==> src/rtl/node_port_if.sv <==
`default_nettype none
// ============================================================================
// Module   : node_port_if
// Purpose  : FIFO-side and router-side link signals of node_port.
//            The rx_err signal exists only when NODE_PORT_ERR_EN is defined.
// Revision : 1.0 - initial release
// ============================================================================
interface node_port_if #(
   parameter int WIDTH = 32
);
   logic [WIDTH-1:0] fifo_data;
   logic             fifo_empty;
   logic             fifo_re;
   logic             free_in;
   logic             put_out;
   logic [7:0]       payload_out;
   logic             put_in;
   logic [7:0]       payload_in;
   logic             free_out;
   logic [WIDTH-1:0] pkt_out;
   logic             pkt_out_avail;
`ifdef NODE_PORT_ERR_EN
   logic             rx_err;
`endif

   // master: the node_port side of the link
   modport master (
      input  fifo_data, fifo_empty, free_in, put_in, payload_in,
      output fifo_re, put_out, payload_out, free_out, pkt_out, pkt_out_avail
`ifdef NODE_PORT_ERR_EN
      , output rx_err
`endif
   );

   // slave: the FIFO / router / testbench side
   modport slave (
      output fifo_data, fifo_empty, free_in, put_in, payload_in,
      input  fifo_re, put_out, payload_out, free_out, pkt_out, pkt_out_avail
`ifdef NODE_PORT_ERR_EN
      , input rx_err
`endif
   );
endinterface
`default_nettype wire

==> src/rtl/node_port.sv <==
`default_nettype none
// ============================================================================
// Module   : node_port
// Purpose  : Byte-serial link adapter: serialises FIFO words MSB-first onto
//            the router link and reassembles router bytes into packets.
// Options  : NODE_PORT_ERR_EN - abort an RX packet on a gap and pulse rx_err.
// Revision : 1.0 - initial release
// ============================================================================
module node_port #(
   parameter int WIDTH = 32
) (
   input  wire logic    clock,
   input  wire logic    reset,
   node_port_if.master  bus
);
   localparam int NBYTES = WIDTH / 8;
   localparam int TCW    = (NBYTES > 1) ? $clog2(NBYTES) : 1;
   localparam int RCW    = $clog2(NBYTES + 1);
   localparam logic [TCW-1:0] TCNT_LAST = TCW'(NBYTES - 1);
   localparam logic [RCW-1:0] RCNT_LAST = RCW'(NBYTES - 1);

   typedef enum logic [0:0] {
      T_IDLE = 1'b0,
      T_SEND = 1'b1
   } tx_state_t;

   typedef enum logic [1:0] {
      R_IDLE = 2'd0,
      R_RECV = 2'd1,
      R_DONE = 2'd2
   } rx_state_t;

   // ------------------------------------------------------------------ TX
   tx_state_t        tx_state_q, tx_state_d;
   logic [TCW-1:0]   tcnt_q, tcnt_d;
   logic [WIDTH-1:0] tshift_q, tshift_d;
   logic             tx_start;
   logic             tx_pop;
   logic             tx_active;

   // Gated by reset so a word is never popped while the block is held in reset.
   assign tx_start = !reset && !bus.fifo_empty && bus.free_in;

   always_ff @(posedge clock or posedge reset) begin
      if (reset) begin
         tx_state_q <= T_IDLE;
         tcnt_q     <= '0;
         tshift_q   <= '0;
      end else begin
         tx_state_q <= tx_state_d;
         tcnt_q     <= tcnt_d;
         tshift_q   <= tshift_d;
      end
   end

   always_comb begin
      tx_state_d = tx_state_q;
      tcnt_d     = tcnt_q;
      tshift_d   = tshift_q;
      tx_pop     = 1'b0;
      case (tx_state_q)
         T_IDLE: begin
            if (tx_start) begin
               tx_pop     = 1'b1;
               tshift_d   = bus.fifo_data;
               tcnt_d     = '0;
               tx_state_d = T_SEND;
            end
         end
         T_SEND: begin
            tshift_d = tshift_q << 8;
            tcnt_d   = tcnt_q + 1'b1;
            // Last byte: chain straight into the next word when one is ready.
            if (tcnt_q == TCNT_LAST) begin
               tcnt_d = '0;
               if (tx_start) begin
                  tx_pop   = 1'b1;
                  tshift_d = bus.fifo_data;
               end else begin
                  tx_state_d = T_IDLE;
               end
            end
         end
         default: begin
            tx_state_d = T_IDLE;
         end
      endcase
   end

   assign tx_active       = (tx_state_q == T_SEND);
   assign bus.fifo_re     = tx_pop;
   assign bus.put_out     = tx_active;
   assign bus.payload_out = tx_active ? tshift_q[WIDTH-1 -: 8] : 8'h00;

   // ------------------------------------------------------------------ RX
   rx_state_t        rx_state_q, rx_state_d;
   logic [RCW-1:0]   rcnt_q, rcnt_d;
   logic [WIDTH-1:0] rshift_q, rshift_d;
   logic [WIDTH-1:0] pkt_q, pkt_d;
   logic [WIDTH-1:0] rx_next;
`ifdef NODE_PORT_ERR_EN
   logic             rx_gap;
`endif

   // Bytes enter at the bottom; after NBYTES of them the first sits at the MSB.
   assign rx_next = (rshift_q << 8) | WIDTH'(bus.payload_in);

   always_ff @(posedge clock or posedge reset) begin
      if (reset) begin
         rx_state_q <= R_IDLE;
         rcnt_q     <= '0;
         rshift_q   <= '0;
         pkt_q      <= '0;
      end else begin
         rx_state_q <= rx_state_d;
         rcnt_q     <= rcnt_d;
         rshift_q   <= rshift_d;
         pkt_q      <= pkt_d;
      end
   end

   always_comb begin
      rx_state_d = rx_state_q;
      rcnt_d     = rcnt_q;
      rshift_d   = rshift_q;
      pkt_d      = pkt_q;
`ifdef NODE_PORT_ERR_EN
      rx_gap     = 1'b0;
`endif
      case (rx_state_q)
         R_IDLE: begin
            if (bus.put_in) begin
               rshift_d = rx_next;
               if (NBYTES == 1) begin
                  pkt_d      = rx_next;
                  rcnt_d     = '0;
                  rx_state_d = R_DONE;
               end else begin
                  rcnt_d     = RCW'(1);
                  rx_state_d = R_RECV;
               end
            end
         end
         R_RECV: begin
            if (bus.put_in) begin
               rshift_d = rx_next;
               rcnt_d   = rcnt_q + 1'b1;
               if (rcnt_q == RCNT_LAST) begin
                  pkt_d      = rx_next;
                  rcnt_d     = '0;
                  rx_state_d = R_DONE;
               end
            end
`ifdef NODE_PORT_ERR_EN
            else begin
               rx_gap     = 1'b1;
               rcnt_d     = '0;
               rx_state_d = R_IDLE;
            end
`endif
         end
         R_DONE: begin
            rx_state_d = R_IDLE;
         end
         default: begin
            rx_state_d = R_IDLE;
         end
      endcase
   end

   assign bus.free_out      = (rx_state_q == R_IDLE);
   assign bus.pkt_out_avail = (rx_state_q == R_DONE);
   assign bus.pkt_out       = pkt_q;
`ifdef NODE_PORT_ERR_EN
   assign bus.rx_err        = rx_gap;
`endif

endmodule
`default_nettype wire
==> src/flat_wrapper.sv <==
// flat-port wrapper written by rule: the top's interface ports become plain ports
module node_port_flat 
#(
   parameter int WIDTH = 32
)
  (clock, reset, bus_fifo_data, bus_fifo_empty, bus_free_in, bus_put_in, bus_payload_in, bus_fifo_re, bus_put_out, bus_payload_out, bus_free_out, bus_pkt_out, bus_pkt_out_avail);
  node_port_if #(.WIDTH(WIDTH)) bus_i ();
  input  wire logic clock;
  input  wire logic reset;
  input wire logic [$bits(bus_i.fifo_data)-1:0] bus_fifo_data;
  input wire logic [$bits(bus_i.fifo_empty)-1:0] bus_fifo_empty;
  input wire logic [$bits(bus_i.free_in)-1:0] bus_free_in;
  input wire logic [$bits(bus_i.put_in)-1:0] bus_put_in;
  input wire logic [$bits(bus_i.payload_in)-1:0] bus_payload_in;
  output wire logic [$bits(bus_i.fifo_re)-1:0] bus_fifo_re;
  output wire logic [$bits(bus_i.put_out)-1:0] bus_put_out;
  output wire logic [$bits(bus_i.payload_out)-1:0] bus_payload_out;
  output wire logic [$bits(bus_i.free_out)-1:0] bus_free_out;
  output wire logic [$bits(bus_i.pkt_out)-1:0] bus_pkt_out;
  output wire logic [$bits(bus_i.pkt_out_avail)-1:0] bus_pkt_out_avail;
  assign bus_i.fifo_data = bus_fifo_data;
  assign bus_i.fifo_empty = bus_fifo_empty;
  assign bus_i.free_in = bus_free_in;
  assign bus_i.put_in = bus_put_in;
  assign bus_i.payload_in = bus_payload_in;
  assign bus_fifo_re = bus_i.fifo_re;
  assign bus_put_out = bus_i.put_out;
  assign bus_payload_out = bus_i.payload_out;
  assign bus_free_out = bus_i.free_out;
  assign bus_pkt_out = bus_i.pkt_out;
  assign bus_pkt_out_avail = bus_i.pkt_out_avail;
  node_port #(.WIDTH(WIDTH)) u_core (.clock(clock), .reset(reset), .bus(bus_i));
endmodule
==> config.mk <==
export PLATFORM = sky130hd
export DESIGN_NAME = node_port_flat
export DESIGN_NICKNAME = d
export VERILOG_FILES = /design/src/rtl/node_port_if.sv /design/src/rtl/node_port.sv /design/src/flat_wrapper.sv
export SDC_FILE = /design/constraint.sdc
export NUM_CORES = 1
export LEC_CHECK = 0
export CAP_MARGIN = 20
export CORE_ASPECT_RATIO = 0.9
export CORE_MARGIN = 2
export CORE_UTILIZATION = 35
export DETAILED_ROUTE_END_ITERATION = 8
export PLACE_DENSITY = 0.61
export REMOVE_ABC_BUFFERS = 1
export SYNTH_ARGS = -nofsm -noshare
export SYNTH_HDL_FRONTEND = slang
export SYNTH_SLANG_ARGS = --single-unit
==> constraint.sdc <==
create_clock -name clock -period 2.9 [get_ports clock]
set_input_delay 0.58 -clock clock [delete_from_list [all_inputs] [get_ports clock]]
set_output_delay 0.58 -clock clock [all_outputs]
set_load 0.01 [all_outputs]
==> flow_summary.yaml <==
synth:
  synth.largest_area_cell: "dfrtp_1"
  synth_cell_types: 32
  netlist_area_um2: 4280
  yosys_warnings: 0
  netlist_top_cells_area: "dfrtp_1, mux2_2, nand2_1"
  ys_seq_area_share_pct: 56.1
  synth_top_area_share_pct: 56.1
  synth.avg_cell_area_um2: 11.8
  ys_ff_latch: 96
  syn_inst: 362
placement:
  hpwl_um: 6200
  io_buffer_count: 88
  gp_congestion: 0.699
  dp_slack_ns: 0.226
final_layout:
  mostFrequentLayoutCells: "dfrtp_1, clkdlybuf4s50_1, nand2_1"
  postLayoutCoreUtil_pct: 47.3
  fin_nets: 493
  layout_commonest_cell: "dfrtp_1"
  n_fill_cell: 1120
  syn2layout_area_growth_pct: 32.3
  antennaDiodeCount: 0
  layout-drive-gt1-share_pct: 25.7
critical_path:
  crit_path_end_kind: "output pin"
  cp_data_arrival_time_ns: 2.08
  critical_path.max_stage_delay_ns: 0.53
  path_cells: "ha_1 -> nand2b_1 -> nand2_1 -> inv_1 -> clkdlybuf4s50_1"
  worst-path-buf-inv: 2
  cp_top_family: "buffers and inverters"
  critPathSlowestCell: "clkdlybuf4s50_1"
  critPathKind: "register to output pin"
  cp_data_required_time_ns: 2.32
  cp_max_fo: 10
  start_kind: "register"
timing:
  hold_viol: 0
  clock_skew_ns: 0.00853
  rsz0062_at_grt: "false"
  finalWorstPathRequiredPeriod_ns: 2.66
  slew_viol_final: 0
  worst_slew_pin_slew_ns: 0.740
  fmax_mhz: 375
  final-setup-viol-count: 0
  fin_ws_ns: 0.236
  finalCritPeriodShare_pct: 91.9
  maxSlewHeadroom_pct: 50.6
run_status:
  status: "finished clean"
clock_network:
  root_buffer: "clkbuf_16"
  cts_buffer_depth: 2
  cts_max_level: 3
  post_cts_buffers: 0
  cts_hold_buf: 0
  cts_buffers: 9
  clk_pin_slew_ns: 0.06
  cts_tree: "yes"
  cts_resized: 0
  clock_latency_ns: 0.33
  numClockSinks: 96
power_and_ir_drop:
  p_leak_nw: 2.45
  ir_worst_vdd_uv: 354
  power_density_nw_per_um2: 981
global_route:
  grt_max_degree: 48
  overflow: 0
  first_global_vias: 2936
  antenna_found_initial: 0
  grt_pass1_wl_um: 15500
  grt_usage_pct: 14.7
min_path:
  holdCritPathClass: "register to register"
job:
  maxCapViolations: 0
routing:
  drt_iter0_drc: 186
  routed_wl_um: 9430
  vias: 3000
  antenna_left: 0
  first_pass_iters: 4
  drc: 0
  wl_per_cell_um: 15.4
  via_per_inst: 4.91
floorplan:
  dieArea_um2: 13100
  ioPinCount: 89
  fp.dieH_um: 109
  rows: 38
  core-area_um2: 12000
  start_util_pct: 35.8
  die_x_um: 121
cells by family (layout without fill, tap and decap cells):
logic type	after synthesis	count (layout)	share of synthesized area, %
AND/OR/NAND/NOR	129	129	14.4
flip-flops	96	96	56.1
multiplexers	63	63	16.3
AO/OA/AOI/OAI	41	41	8.91
buffers and inverters	31	120	3.68
adder cells (fa/ha/maj)	2	2	0.584
metrics by stage:
step                      TNS, ns  instance area [um^2]  std cells  hold slack (ns)  power [mW]
after floorplan            -20.66                  4140        335            0.442        3.34
after global placement          0                  5350        595            0.454        4.27
after detailed placement        0                  5350        595            0.458        4.35
after CTS                       0                  5670        611            0.475        5.63
after global routing            0                  5670        611            0.504        5.91
final                           0                  5670        611            0.470        5.56
layout make-up:
class / instances / area (um^2) / area share, %
inverter: 4 / 17.5 / 0.309
sequential: 96 / 2400 / 42.4
clock buffer: 10 / 229 / 4.04
tap: 160 / 200 / 3.53
multi-input combinational: 235 / 1730 / 30.6
timing repair buffer: 100 / 996 / 17.6
clock inverter: 6 / 91.3 / 1.61
tightest hold or removal path, delay by kind of cell (launching register included):
| family | cells | cell delay (ns) |
|---|---|---|
| DFF | 1 | 0.34 |
| and+or+nand+nor | 2 | 0.10 |
state kept, by name, indices dropped and copies added (netlist names):
signal,cells
u_core.tshift_q,32
u_core.rcnt_q,3
u_core.bus.put_out,1
u_core.rx_state_q,2
u_core.bus.pkt_out,32
u_core.rshift_q,24
u_core.tcnt_q,2
Yosys cell counts:
master    instances
a21boi_0          1
a31oi_1           1
and2_1            8
buf_1             2
buf_2             8
buf_4             2
buf_6             3
clkbuf_1         11
clkbuf_2          1
dfrtp_1          96
ha_1              2
inv_1             4
mux2_2           55
mux2i_1           8
nand2_1          78
nand2b_1          4
nand3_1           8
nand3_2           1
nor2_1            1
nor2b_1           3
nor3b_2           1
o211ai_1          1
o21a_1            1
o21ai_0           9
o21ai_4           1
o21bai_1          1
o221a_2          24
o22ai_1           1
o31ai_1           1
or3_1            19
or3_2             5
or3b_1            1
power by group:
group	switching [mW]	total [mW]	internal [mW]
sequential	0.323	2.20	1.87
combinational	0.851	2.11	1.26
clock	0.496	1.26	0.761
total	1.67	5.56	3.89
final timing paths:
| check | startpoint | endpoint | slack (ns) | cells after the start |
|---|---|---|---|---|
| setup / recovery | u_core.tcnt_q[0] | bus_fifo_re | 0.24 | 5 |
| hold / removal | u_core.rshift_q[23] | u_core.rshift_q[23] | 0.47 | 2 |
| setup reg to reg | u_core.tcnt_q[0] | u_core.tshift_q[13] | 0.74 | 5 |
| hold reg to reg | u_core.rshift_q[23] | u_core.rshift_q[23] | 0.47 | 2 |
| max in group asynchronous | reset | u_core.bus.pkt_out[25] | 1.56 | 3 |
| min in group asynchronous | reset | u_core.tshift_q[25] | 0.69 | 2 |
metal layers:
metal,GRT usage [%],wire length (um),vias to the layer above
met1,20.4,4500,1506
met5,0,0,-
met2,23.5,4590,47
li1,-,-,1438
met4,3.82,77,0
met3,2.98,265,9
Power figures use the tool's default switching activity.
